--- src/rtl/cnn_frame_sequencer_if.sv ---
// Signal bundle between the host byte stream, the classifier core and the result consumer.
// The master modport is the sequencer's view; slave is the surrounding environment.
interface cnn_frame_sequencer_if #(
    parameter int FRAME_W = 8
);
    logic [7:0]         in_data;
    logic               in_valid;
    logic               in_ready;
    logic [63:0]        cnn_image;
    logic               cnn_start;
    logic               cnn_done;
    logic [3:0]         cnn_class;
    logic [3:0]         res_class;
    logic               res_timeout;
    logic               res_valid;
    logic               res_ready;
    logic [FRAME_W-1:0] frame_count;
    logic               busy;

    modport master (
        input  in_data, in_valid, cnn_done, cnn_class, res_ready,
        output in_ready, cnn_image, cnn_start, res_class, res_timeout,
               res_valid, frame_count, busy
    );

    modport slave (
        output in_data, in_valid, cnn_done, cnn_class, res_ready,
        input  in_ready, cnn_image, cnn_start, res_class, res_timeout,
               res_valid, frame_count, busy
    );
endinterface

--- src/rtl/cnn_frame_sequencer.sv ---
// Assembles an 8x8 binary image from a byte stream, starts the classifier,
// waits for done (with timeout) and hands the class back over valid/ready.
module cnn_frame_sequencer #(
    parameter int TIMEOUT_CYCLES = 4096,
    parameter int FRAME_W        = 8
) (
    input  logic                  clk,
    input  logic                  rst_n,
    cnn_frame_sequencer_if.master bus
);
    localparam int TW = $clog2(TIMEOUT_CYCLES);

    typedef enum logic [1:0] {
        LOAD   = 2'd0,
        START  = 2'd1,
        WAIT   = 2'd2,
        RESULT = 2'd3
    } state_t;

    state_t             state_q, state_d;
    logic [2:0]         byte_idx_q, byte_idx_d;
    logic [63:0]        image_q, image_d;
    logic               start_q, start_d;
    logic [3:0]         res_class_q, res_class_d;
    logic               res_timeout_q, res_timeout_d;
    logic               res_valid_q, res_valid_d;
    logic [FRAME_W-1:0] frame_count_q, frame_count_d;
    logic [TW-1:0]      timer_q, timer_d;
    logic               armed_q, armed_d;
    logic [5:0]         byte_lsb;

    // Row k lands at bits [63-8k -: 8], i.e. LSB at 8*(7-k).
    assign byte_lsb = {3'd7 - byte_idx_q, 3'b000};

    always_comb begin
        state_d       = state_q;
        byte_idx_d    = byte_idx_q;
        image_d       = image_q;
        start_d       = 1'b0;
        res_class_d   = res_class_q;
        res_timeout_d = res_timeout_q;
        res_valid_d   = res_valid_q;
        frame_count_d = frame_count_q;
        timer_d       = timer_q;
        armed_d       = armed_q;

        case (state_q)
            LOAD: begin
                if (bus.in_valid) begin
                    image_d[byte_lsb +: 8] = bus.in_data;
                    byte_idx_d = byte_idx_q + 3'd1;
                    if (byte_idx_q == 3'd7) begin
                        state_d = START;
                        start_d = 1'b1;
                    end
                end
            end
            START: begin
                state_d = WAIT;
                timer_d = '0;
                armed_d = 1'b0;
            end
            WAIT: begin
                // A done level held over from the previous frame is only honoured after it drops.
                if (!bus.cnn_done) begin
                    armed_d = 1'b1;
                end
                if (armed_q && bus.cnn_done) begin
                    res_class_d   = bus.cnn_class;
                    res_timeout_d = 1'b0;
                    res_valid_d   = 1'b1;
                    state_d       = RESULT;
                end else if (timer_q == TW'(TIMEOUT_CYCLES - 1)) begin
                    res_class_d   = 4'hF;
                    res_timeout_d = 1'b1;
                    res_valid_d   = 1'b1;
                    state_d       = RESULT;
                end else begin
                    timer_d = timer_q + 1'b1;
                end
            end
            RESULT: begin
                if (bus.res_ready) begin
                    res_valid_d   = 1'b0;
                    frame_count_d = frame_count_q + 1'b1;
                    state_d       = LOAD;
                end
            end
            default: state_d = LOAD;
        endcase
    end

    always_ff @(posedge clk) begin
        if (!rst_n) begin
            state_q       <= LOAD;
            byte_idx_q    <= '0;
            image_q       <= '0;
            start_q       <= 1'b0;
            res_class_q   <= '0;
            res_timeout_q <= 1'b0;
            res_valid_q   <= 1'b0;
            frame_count_q <= '0;
            timer_q       <= '0;
            armed_q       <= 1'b0;
        end else begin
            state_q       <= state_d;
            byte_idx_q    <= byte_idx_d;
            image_q       <= image_d;
            start_q       <= start_d;
            res_class_q   <= res_class_d;
            res_timeout_q <= res_timeout_d;
            res_valid_q   <= res_valid_d;
            frame_count_q <= frame_count_d;
            timer_q       <= timer_d;
            armed_q       <= armed_d;
        end
    end

    assign bus.in_ready    = (state_q == LOAD);
    assign bus.busy        = (state_q != LOAD);
    assign bus.cnn_image   = image_q;
    assign bus.cnn_start   = start_q;
    assign bus.res_class   = res_class_q;
    assign bus.res_timeout = res_timeout_q;
    assign bus.res_valid   = res_valid_q;
    assign bus.frame_count = frame_count_q;
endmodule

--- src/flat_wrapper.sv ---
// flat-port wrapper written by rule: the top's interface ports become plain ports
module cnn_frame_sequencer_flat 
#(
    parameter int TIMEOUT_CYCLES = 4096,
    parameter int FRAME_W        = 8
)
  (clk, rst_n, bus_in_data, bus_in_valid, bus_cnn_done, bus_cnn_class, bus_res_ready, bus_in_ready, bus_cnn_image, bus_cnn_start, bus_res_class, bus_res_timeout, bus_res_valid, bus_frame_count, bus_busy);
  cnn_frame_sequencer_if #(.FRAME_W(FRAME_W)) bus_i ();
  input  logic clk;
  input  logic rst_n;
  input wire logic [$bits(bus_i.in_data)-1:0] bus_in_data;
  input wire logic [$bits(bus_i.in_valid)-1:0] bus_in_valid;
  input wire logic [$bits(bus_i.cnn_done)-1:0] bus_cnn_done;
  input wire logic [$bits(bus_i.cnn_class)-1:0] bus_cnn_class;
  input wire logic [$bits(bus_i.res_ready)-1:0] bus_res_ready;
  output wire logic [$bits(bus_i.in_ready)-1:0] bus_in_ready;
  output wire logic [$bits(bus_i.cnn_image)-1:0] bus_cnn_image;
  output wire logic [$bits(bus_i.cnn_start)-1:0] bus_cnn_start;
  output wire logic [$bits(bus_i.res_class)-1:0] bus_res_class;
  output wire logic [$bits(bus_i.res_timeout)-1:0] bus_res_timeout;
  output wire logic [$bits(bus_i.res_valid)-1:0] bus_res_valid;
  output wire logic [$bits(bus_i.frame_count)-1:0] bus_frame_count;
  output wire logic [$bits(bus_i.busy)-1:0] bus_busy;
  assign bus_i.in_data = bus_in_data;
  assign bus_i.in_valid = bus_in_valid;
  assign bus_i.cnn_done = bus_cnn_done;
  assign bus_i.cnn_class = bus_cnn_class;
  assign bus_i.res_ready = bus_res_ready;
  assign bus_in_ready = bus_i.in_ready;
  assign bus_cnn_image = bus_i.cnn_image;
  assign bus_cnn_start = bus_i.cnn_start;
  assign bus_res_class = bus_i.res_class;
  assign bus_res_timeout = bus_i.res_timeout;
  assign bus_res_valid = bus_i.res_valid;
  assign bus_frame_count = bus_i.frame_count;
  assign bus_busy = bus_i.busy;
  cnn_frame_sequencer #(.TIMEOUT_CYCLES(TIMEOUT_CYCLES), .FRAME_W(FRAME_W)) u_core (.clk(clk), .rst_n(rst_n), .bus(bus_i));
endmodule
--- config.mk ---
export PLATFORM = sky130hd
export DESIGN_NAME = cnn_frame_sequencer_flat
export DESIGN_NICKNAME = d
export VERILOG_FILES = /design/src/rtl/cnn_frame_sequencer_if.sv /design/src/rtl/cnn_frame_sequencer.sv /design/src/flat_wrapper.sv
export SDC_FILE = /design/constraint.sdc
export NUM_CORES = 1
export LEC_CHECK = 0
export ABC_AREA = 0
export CAP_MARGIN = 10
export CELL_PAD_IN_SITES_DETAIL_PLACEMENT = 2
export CELL_PAD_IN_SITES_GLOBAL_PLACEMENT = 2
export CORE_AREA = 2 2 116 130
export CTS_CLUSTER_DIAMETER = 150
export CTS_CLUSTER_SIZE = 25
export DETAILED_ROUTE_END_ITERATION = 7
export DIE_AREA = 0 0 118 132
export PLACE_DENSITY_LB_ADDON = 0.1
export SYNTH_ARGS = -nofsm -noshare
export SYNTH_HDL_FRONTEND = slang
export SYNTH_SLANG_ARGS = --single-unit
--- constraint.sdc ---
create_clock -name clk -period 3.1 [get_ports clk]
set_input_delay 0.62 -clock clk [delete_from_list [all_inputs] [get_ports clk]]
set_output_delay 0.62 -clock clk [all_outputs]
set_load 0.02 [all_outputs]
After elaboration in Yosys (flattened, before gate mapping)

Cells that the tools add are included.

Word-level logic and storage cells: 63
Input port bits: 17
Output and inout bits: 81
Register bits: 97

Add/sub/neg operators: 5
Equality and inequality tests: 12
Mux-type cells: 20
Reduce and logical (&&, ||, !) cells: 14
Shift operators: 2

Operator list:

| operator                 | number |
|---|---|
| $bwmux W64               | 1 |
| $shift A8 B8 Y64 const A | 1 |
| $shiftx A8 B8 Y64        | 1 |
| $mux W12                 | 2 |
| $pmux W12 S2             | 1 |
| $add A12 B1 Y12 const B  | 1 |
| $eq A12 B12 Y1 const B   | 1 |
| $mux W2                  | 5 |
| $ne A2 B2 Y1 const B     | 5 |
| $reduce_and A3 Y1        | 3 |
| $add A8 B1 Y8 const B    | 1 |
| $mux W4                  | 2 |
| $neg A6 Y8               | 1 |
| $pmux W2 S4              | 1 |
| $reduce_and A2 Y1        | 4 |
| $reduce_bool A2 Y1       | 4 |
| $mux W1                  | 6 |
| $eq A2 B2 Y1 const B     | 2 |
| $pmux W1 S2              | 2 |
| $reduce_and A4 Y1        | 1 |
| $add A3 B1 Y3 const B    | 1 |
| $eq A3 B3 Y1 const B     | 1 |
| $ne A3 B1 Y1 const B     | 1 |
| $sub A3 B3 Y3 const A    | 1 |
| 4 further kinds          | 4 |

Longest topological paths before layout

Gate-level depths: netlist of run 1.

Depth after elaboration: 4
Gate-level depth with buffers: 8
Depth with buffers taken out: 6

Worst setup path before layout of run 1

OpenSTA, ideal clock, no wires.

Path kind: register to register
Start: reg u_core.byte_idx_q[0]
End: reg u_core.image_q[63] (netlist: u_core.bus.cnn_image[63])
Buffers on the path: 1
Stages on the path, launching flop included: 7
Clock period less this slack: 2.164 ns
Path slack: 0.936 ns
Data required time: 3.030 ns
Arrival: 2.094 ns
Setup time: 0.070 ns
Path through: dfxtp_1 -> ha_1 -> ha_1 -> or4b_1 -> buf_6 -> or3b_1 -> a21boi_1

Longest elaborated chain between the ends: 4

Ends and longest elaborated chain:

| element                                                      | RTL line                   | source |
|---|---|---|
| start: declaration                                           | cnn_frame_sequencer.sv:21  | `logic [2:0] byte_idx_q, byte_idx_d;` |
| start signal: assignment                                     | cnn_frame_sequencer.sv:107 | `byte_idx_q <= byte_idx_d;` |
| $sub A3 B3 Y3 (*)                                            | cnn_frame_sequencer.sv:33  | `assign byte_lsb = {3'd7 - byte_idx_q, 3'b000};` |
| $neg A6 Y8 (*)                                               | cnn_frame_sequencer.sv:50  | `image_d[byte_lsb +: 8] = bus.in_data;` |
| $shiftx A8 B8 Y64 / $shift A8 B8 Y64 (equally long branches) | cnn_frame_sequencer.sv:50  |  |
| $bwmux W64 (*)                                               | cnn_frame_sequencer.sv:50  |  |
| end signal: assignment                                       | cnn_frame_sequencer.sv:108 | `image_q <= image_d;` |
| end: declaration                                             | cnn_frame_sequencer.sv:22  | `logic [63:0] image_q, image_d;` |

Every way passes the cells marked *; elsewhere a longest branch is shown, timed or not.
A chain may end at the register's enable or synchronous reset.

Worst setup path in the final report of run 1

Start: reg u_core.state_q[0]
End: out bus_busy

Longest elaborated chain between the ends: 1

Ends and longest elaborated chain:

| element                  | RTL line                   | source |
|---|---|---|
| start: declaration       | cnn_frame_sequencer.sv:20  | `state_t state_q, state_d;` |
| start signal: assignment | cnn_frame_sequencer.sv:106 | `state_q <= state_d;` |
| $reduce_bool A2 Y1       | cnn_frame_sequencer.sv:120 | `assign bus.busy = (state_q != LOAD);` |
| end: declaration         | flat_wrapper.sv:23         | `output wire logic [$bits(bus_i.busy)-1:0] bus_busy;` |

Every way passes these cells.

==> Implementation_results.wiki, run 1 <==
{| class="wikitable"
! Metric !! Value
|-
| Die boundary height || 132 um
|-
| Unrepaired setup endpoints after global routing || no
|-
| Gate count of the mapped netlist || 449
|-
| Sort of element at the end of the critical path || output pin
|-
| DRC errors left || 0
|-
| P_leak || 2.214 nW
|-
| Number of synthesized register bits || 97
|-
| Dominant cells by area after synthesis || sky130_fd_sc_hd__dfxtp_1 45%, sky130_fd_sc_hd__mux2i_1 12%, sky130_fd_sc_hd__nor2b_1 8.6%
|-
| Transition time at the pin with the least slew margin || 744.4 ps
|-
| Count of vias placed by the detailed router || 3657
|-
| Synthesized area || 4353 um^2
|-
| GP Congestion || 0.7527
|-
| Count of buffers inserted at the top-level ports || 97
|-
| Number of cells after detailed placement || 722
|-
| Switching power as a share of total power || 25.13%
|-
| Nets || 568
|-
| Die Outline Area || 15580 um^2
|-
| Setup violations, final || 0
|-
| Async set-reset flop share out of synthesis || 0%
|-
| Worst ir drop on vdd || 0.2007 mV
|-
| Core Rows || 46
|-
| CTS H-Tree Depth || 3
|-
| Area growth syn-to-layout || 34.35%
|-
| Area fraction of the dominant cell type after synthesis || 44.61%
|-
| Relative slew slack || 50.37%
|-
| Clock root buffer || sky130_fd_sc_hd__clkbuf_16
|-
| Final Max Slew Viols || 0
|-
| Combinational share of power || 9.3%
|-
| Fraction of final layout cells with drive strength greater than 1 || 6.044%
|-
| Total clock buffers created by CTS || 9
|-
| Maximum fanout along the worst path || 6
|-
| Clock insertion delay at the later pin of the skew report || 360 ps
|-
| Resized cells post-CTS || 0
|-
| Cell type contributing the most total cell area after synthesis || sky130_fd_sc_hd__dfxtp_1
|-
| Global-route usage over all layers || 16.99%
|-
| Final setup skew || 9.888 ps
|-
| Post-synth EDFFs || 0
|-
| Result of the run || finished, final reports clean
|-
| PD cells || 459.5 nW/um^2
|-
| Fin Hold WS || 465.2 ps
|-
| Clock-pin slew on the worst setup and hold paths || 70 ps
|-
| Synth top cells by count || 97 x sky130_fd_sc_hd__dfxtp_1, 60 x sky130_fd_sc_hd__nor2b_1, 54 x sky130_fd_sc_hd__mux2i_1, 40 x sky130_fd_sc_hd__nand2_1
|-
| Vias in the first global route || 3955
|-
| Max Root-Sink Buffers || 2
|-
| Detailed Routing Iterations Pass 1 || 4
|-
| Average wire per standard cell || 17.51 um
|-
| Placeable core region || 14220 um^2
|-
| Count of hold-fix buffers inserted at cts || 0
|-
| Clock sink count || 97
|-
| Largest net degree at the start of global routing || 54
|-
| Count of synthesis-stage warnings from yosys || 0
|-
| Max-cap violation count || 0
|-
| CP Data Arrival Time || 1860 ps
|-
| Count of placed standard cells in the final layout, fillers left out || 738
|-
| Period Utilization, post-route || 80.02%
|-
| Portion of the post-synthesis area used by sequential elements || 44.61%
|-
| Class of the tightest hold or removal check || flop to flop
|-
| Cell-internal power || 2.012 mW
|-
| Most repeated cell in the gate-level netlist after synthesis || sky130_fd_sc_hd__dfxtp_1
|-
| Count of filler cells inserted in the layout || 1582
|-
| Setup Crit Path Kind || flop to output pin
|-
| Count of different cell masters after synthesis || 49
|-
| Number of placed I/O pins || 98
|-
| Total wire length after detailed routing || 12920 um
|-
| Total nets after synthesis || 476
|-
| Antenna-violating nets left || 0
|-
| Sequential power share || 47.6%
|-
| Sum of negative setup slack || 0 ps
|-
| Post-detailed-route via-to-cell ratio || 4.955
|-
| Detailed Route Iter0 Violations || 84
|-
| Post-synth top flop || sky130_fd_sc_hd__dfxtp_1
|-
| Initial antenna violation count || 0
|-
| Die X-Extent || 118 um
|-
| Startpoint class of the critical path || flop
|-
| Initial core utilization || 30.62%
|-
| Final hold violations || 0
|-
| Min Clock Period, post-route || 2481 ps
|-
| Req. time, crit path || 2480 ps
|-
| Remaining Overflow, GRT || 0
|-
| Synth Area per Inst || 9.695 um^2
|-
| Antenna diodes || 0
|-
| First-pass GRT wire length || 21230 um
|-
| Net switching power of the design || 0.6752 mW
|-
| Top achievable clock speed || 403.1 MHz
|-
| TritonCTS clock tree || yes
|-
| Share of power burned in the clock network || 43.1%
|-
| Final HPWL DP || 9270 um
|-
| Post-CTS Setup Bufs || 0
|}
-- sequential cells by signal, summed over array words and instances, names as in the netlist --
register and cells:
u_core.bus.frame_count 8, u_core.bus.cnn_image 64, u_core.state_q 2, u_core.bus.cnn_start 1
u_core.bus.res_valid 1, u_core.byte_idx_q 3, u_core.bus.res_timeout 1, u_core.timer_q 12
u_core.bus.res_class 4, u_core.armed_q 1
-- layer usage --
layer / vias to the layer above / track usage [%] / wire [um]
li1: 1761 / - / -
met1: 1820 / 19.83 / 5557
met2: 61 / 31.04 / 6787
met3: 15 / 2.725 / 371
met4: 0 / 6.426 / 206
met5: - / 0 / 0
-- final timing paths --
kind	cells after the start	start	to	slack, ps
max	4	u_core.state_q[0]$_SDFFE_PN0P_	bus_busy	620
min	2	u_core.bus.cnn_image[31]$_SDFFE_PN0P_	u_core.bus.cnn_image[31]$_SDFFE_PN0P_	470
max reg2reg	6	u_core.state_q[0]$_SDFFE_PN0P_	u_core.bus.cnn_image[15]$_SDFFE_PN0P_	680
min reg2reg	2	u_core.bus.cnn_image[31]$_SDFFE_PN0P_	u_core.bus.cnn_image[31]$_SDFFE_PN0P_	470
-- cells in the final DEF, fill, tap and decap left out, drive strengths merged, types with 2 or more instances in the layout --
cell type	n
dfxtp	97
clkdlybuf4s50	96
nor2b	60
mux2i	54
nand2	40
a21boi	23
nand3	19
o21ai	15
inv	13
buf	12
nand4	10
ha	10
and2	9
clkbuf	9
a32o	5
nor2	5
or2	5
nor4	5
nand3b	4
xnor2	4
nor3	4
o221a	4
clkinv	4
or4b	3
or4	3
and3	3
a311o	3
nand2b	2
and4	2
or3	2
xor2	2
nand4b	2
o31ai	2
o211ai	2
-- cell type report --
cell class,instances,area (um^2),area share (%)
timing repair buffer,108,1061,18.14
tap,192,240.2,4.108
multi-input combinational,313,2255,38.55
sequential,97,1942,33.20
clock inverter,7,80.08,1.369
clock buffer,9,225.2,3.851
inverter,12,45.04,0.7702
-- critical path, cell delays in order (launching register included) --
cell and delay [ps]:
sky130_fd_sc_hd__dfxtp_1 400, sky130_fd_sc_hd__inv_1 110, sky130_fd_sc_hd__ha_1 320, sky130_fd_sc_hd__inv_1 90
sky130_fd_sc_hd__clkdlybuf4s50_1 600
-- cells by family after synthesis --
logic type,share of synthesized area [%]
adder cells (fa/ha/maj),2.874
XOR/XNOR,1.207
flip-flops,44.61
AND/OR/NAND/NOR,24.55
buffers and inverters,3.737
multiplexers,12.42
AO/OA/AOI/OAI,10.61
-- power by group through the flow --
stage / logic (mW) / registers, mW / clock network (mW)
2_1_floorplan: 0.123 / 1.33 / 0
3_3_place_gp: 0.247 / 1.31 / 0
3_5_place_dp: 0.255 / 1.31 / 0
4_1_cts: 0.256 / 1.28 / 1.19
5_1_grt: 0.270 / 1.28 / 1.25
6_report: 0.250 / 1.28 / 1.16
-- through the flow --
step,util [%],worst slack [ps],instance area [um^2],power (mW)
final,41.14,619.4,5848,2.687
after detailed placement,38.99,331.4,5543,1.562
after floorplan,-,935.9,4353,1.450
after global routing,41.14,504.7,5848,2.798
after CTS,41.14,586.4,5848,2.725
after global placement,38.99,470.1,5543,1.553
Power figures use the tool's default switching activity.
==> inputs of run 2 (changes only) <==
Clock period 3.1 ns to 2.4 ns, I/O delays scaled along.
==> run 2 against run 1 <==
- critical path depth is 1 lower
- clock-buffer cell count stayed put
- first-iteration DRC count is 55% higher
- critical path type unchanged
- largest cell class unchanged
- die area stayed put
==> Implementation_results.wiki, run 2 (synthesis results as in run 1) <==
{| class="wikitable"
! Metric !! Value
|-
| Result of the run || finished, final reports clean
|-
| Initial core utilization || 30.62%
|-
| PD cells || 570.2 nW/um^2
|-
| Clock insertion delay at the later pin of the skew report || 350 ps
|-
| Global routing usage on met1 || 19.29%
|-
| Met3 track demand over resource || 3.417%
|-
| Die Outline Area || 15580 um^2
|-
| Max-cap violation count || 0
|-
| Relative slew slack || 66.77%
|-
| Worst ir drop on vdd || 0.2419 mV
|-
| Startpoint of the worst register-to-register path || u_core.state_q[1]$_SDFFE_PN0P_
|-
| Fin Hold WS || 458.5 ps
|-
| Detailed Route Iter0 Violations || 130
|-
| Die X-Extent || 118 um
|-
| Initial antenna violation count || 0
|-
| Largest net degree at the start of global routing || 78
|-
| Vias in the first global route || 4016
|-
| Detailed Routing Iterations Pass 1 || 4
|-
| Req. time, crit path || 1920 ps
|-
| Class of the tightest hold or removal check || flop to flop
|-
| Total wire length after detailed routing || 13190 um
|-
| Startpoint class of the critical path || flop
|-
| Clock-pin slew on the worst setup and hold paths || 70 ps
|-
| Count of buffers inserted at the top-level ports || 97
|-
| Busiest layer in global routing || met2
|-
| Unrepaired setup endpoints after global routing || no
|-
| Grt met2 use || 32.14%
|-
| Post-CTS Setup Bufs || 0
|-
| DRC errors left || 0
|-
| Sort of element at the end of the critical path || output pin
|-
| Die boundary height || 132 um
|-
| Antenna-violating nets left || 0
|-
| GP Congestion || 0.8179
|-
| Nets || 585
|-
| Count of vias placed by the detailed router || 3735
|-
| Total clock buffers created by CTS || 9
|-
| Core Rows || 46
|-
| Global-route usage over all layers || 17.34%
|-
| Top achievable clock speed || 434.3 MHz
|-
| Number of flip-flops under the largest register name || 64
|-
| Clock root buffer || sky130_fd_sc_hd__clkbuf_16
|-
| Maximum fanout along the worst path || 6
|-
| Resized cells post-CTS || 0
|-
| Most common cell after layout, fill and taps aside || sky130_fd_sc_hd__dfxtp_1
|-
| Area growth syn-to-layout || 36.91%
|-
| Period Utilization, post-route || 95.95%
|-
| Critical Path Start || u_core.state_q[1]$_SDFFE_PN0P_
|-
| CP Data Arrival Time || 1820 ps
|-
| Final hold violations || 0
|-
| Highest-count cells in the layout ignoring fill and taps || 97 x sky130_fd_sc_hd__dfxtp_1, 95 x sky130_fd_sc_hd__clkdlybuf4s50_1, 60 x sky130_fd_sc_hd__nor2b_1
|-
| CTS H-Tree Depth || 3
|-
| Clock sink count || 97
|-
| Antenna diodes || 0
|-
| Post-detailed-route via-to-cell ratio || 4.947
|-
| Average wire per standard cell || 17.47 um
|-
| Fraction of final layout cells with drive strength greater than 1 || 8.881%
|-
| Final HPWL DP || 9697 um
|-
| Min Clock Period, post-route || 2303 ps
|-
| Final setup skew || 5.222 ps
|-
| Remaining Overflow, GRT || 0
|-
| TritonCTS clock tree || yes
|-
| Max Root-Sink Buffers || 2
|-
| Transition time at the pin with the least slew margin || 497.4 ps
|-
| Setup violations, final || 0
|-
| Count of filler cells inserted in the layout || 1588
|-
| Final Max Slew Viols || 0
|-
| Number of placed I/O pins || 98
|-
| Setup Crit Path Kind || flop to output pin
|-
| First-pass GRT wire length || 21570 um
|-
| Count of hold-fix buffers inserted at cts || 0
|-
| Placeable core region || 14220 um^2
|-
| Sum of negative setup slack || 0 ps
|-
| P_leak || 2.300 nW
|-
| Startpoint of the worst hold path || u_core.bus.cnn_image[26]$_SDFFE_PN0P_
|}
## run 2: cell count changes in the layout (fill, tap and decap cells not counted)
| cell | previous run | this run |
|---|---|---|
| sky130_fd_sc_hd__buf_4 | 10 | 27 |
| sky130_fd_sc_hd__bufinv_16 | 1 | 0 |
| sky130_fd_sc_hd__clkdlybuf4s50_1 | 96 | 95 |
| sky130_fd_sc_hd__clkinv_2 | 1 | 0 |
| sky130_fd_sc_hd__clkinv_4 | 3 | 1 |
| sky130_fd_sc_hd__clkinvlp_4 | 1 | 2 |
| sky130_fd_sc_hd__dlymetal6s2s_1 | 0 | 1 |
| sky130_fd_sc_hd__inv_6 | 0 | 3 |
## run 2: final timing paths
check | endpoint | slack [ps] | depth (start not counted)
worst min register to register | u_core.bus.cnn_image[26]$_SDFFE_PN0P_ | 460 | 2
worst min-delay path | u_core.bus.cnn_image[26]$_SDFFE_PN0P_ | 460 | 2
worst max register to register | u_core.bus.cnn_image[11]$_SDFFE_PN0P_ | 260 | 7
worst max-delay path | bus_in_ready | 100 | 3
## run 2: critical path: stages, from the launching register on
cell,delay [ps]
sky130_fd_sc_hd__dfxtp_1,350
sky130_fd_sc_hd__inv_1,130
sky130_fd_sc_hd__ha_1,340
sky130_fd_sc_hd__clkdlybuf4s50_1,660
## run 2: power by group
group | switching [mW] | internal, mW | leakage, nW
Clock | 0.686 | 0.723 | 0.135
Sequential | 0.0173 | 1.63 | 0.783
Combinational | 0.180 | 0.156 | 1.38
## run 2: cell type report
class	instances	area (um^2)	area share (%)
flip-flops and latches	97	1942	32.58
clock buffers	9	225.2	3.779
inverters	12	45.04	0.7558
well taps	192	240.2	4.031
multi-input cells	313	2255	37.83
repair buffers	125	1191	19.99
clock inverters	7	61.31	1.029
## run 2: per-layer routing
layer,share of wire (%),wire length [um],up-vias
met1,41,5405,1840
met3,4.0,529,20
met4,2.2,289,0
li1,-,-,1796
met2,53,6966,79
met5,0,0,-
## run 2: stage by stage
step	power [mW]	std cells	utilization [%]	area (um^2)	worst slack, ps
5_1_grt	3.559	755	41.92	5959	13.98
2_1_floorplan	1.873	449	-	4353	235.9
3_3_place_gp	2.021	739	39.89	5670	122.5
3_5_place_dp	2.032	739	39.89	5670	95.48
6_report	3.398	755	41.92	5959	97.19
4_1_cts	3.458	755	41.90	5957	32.41
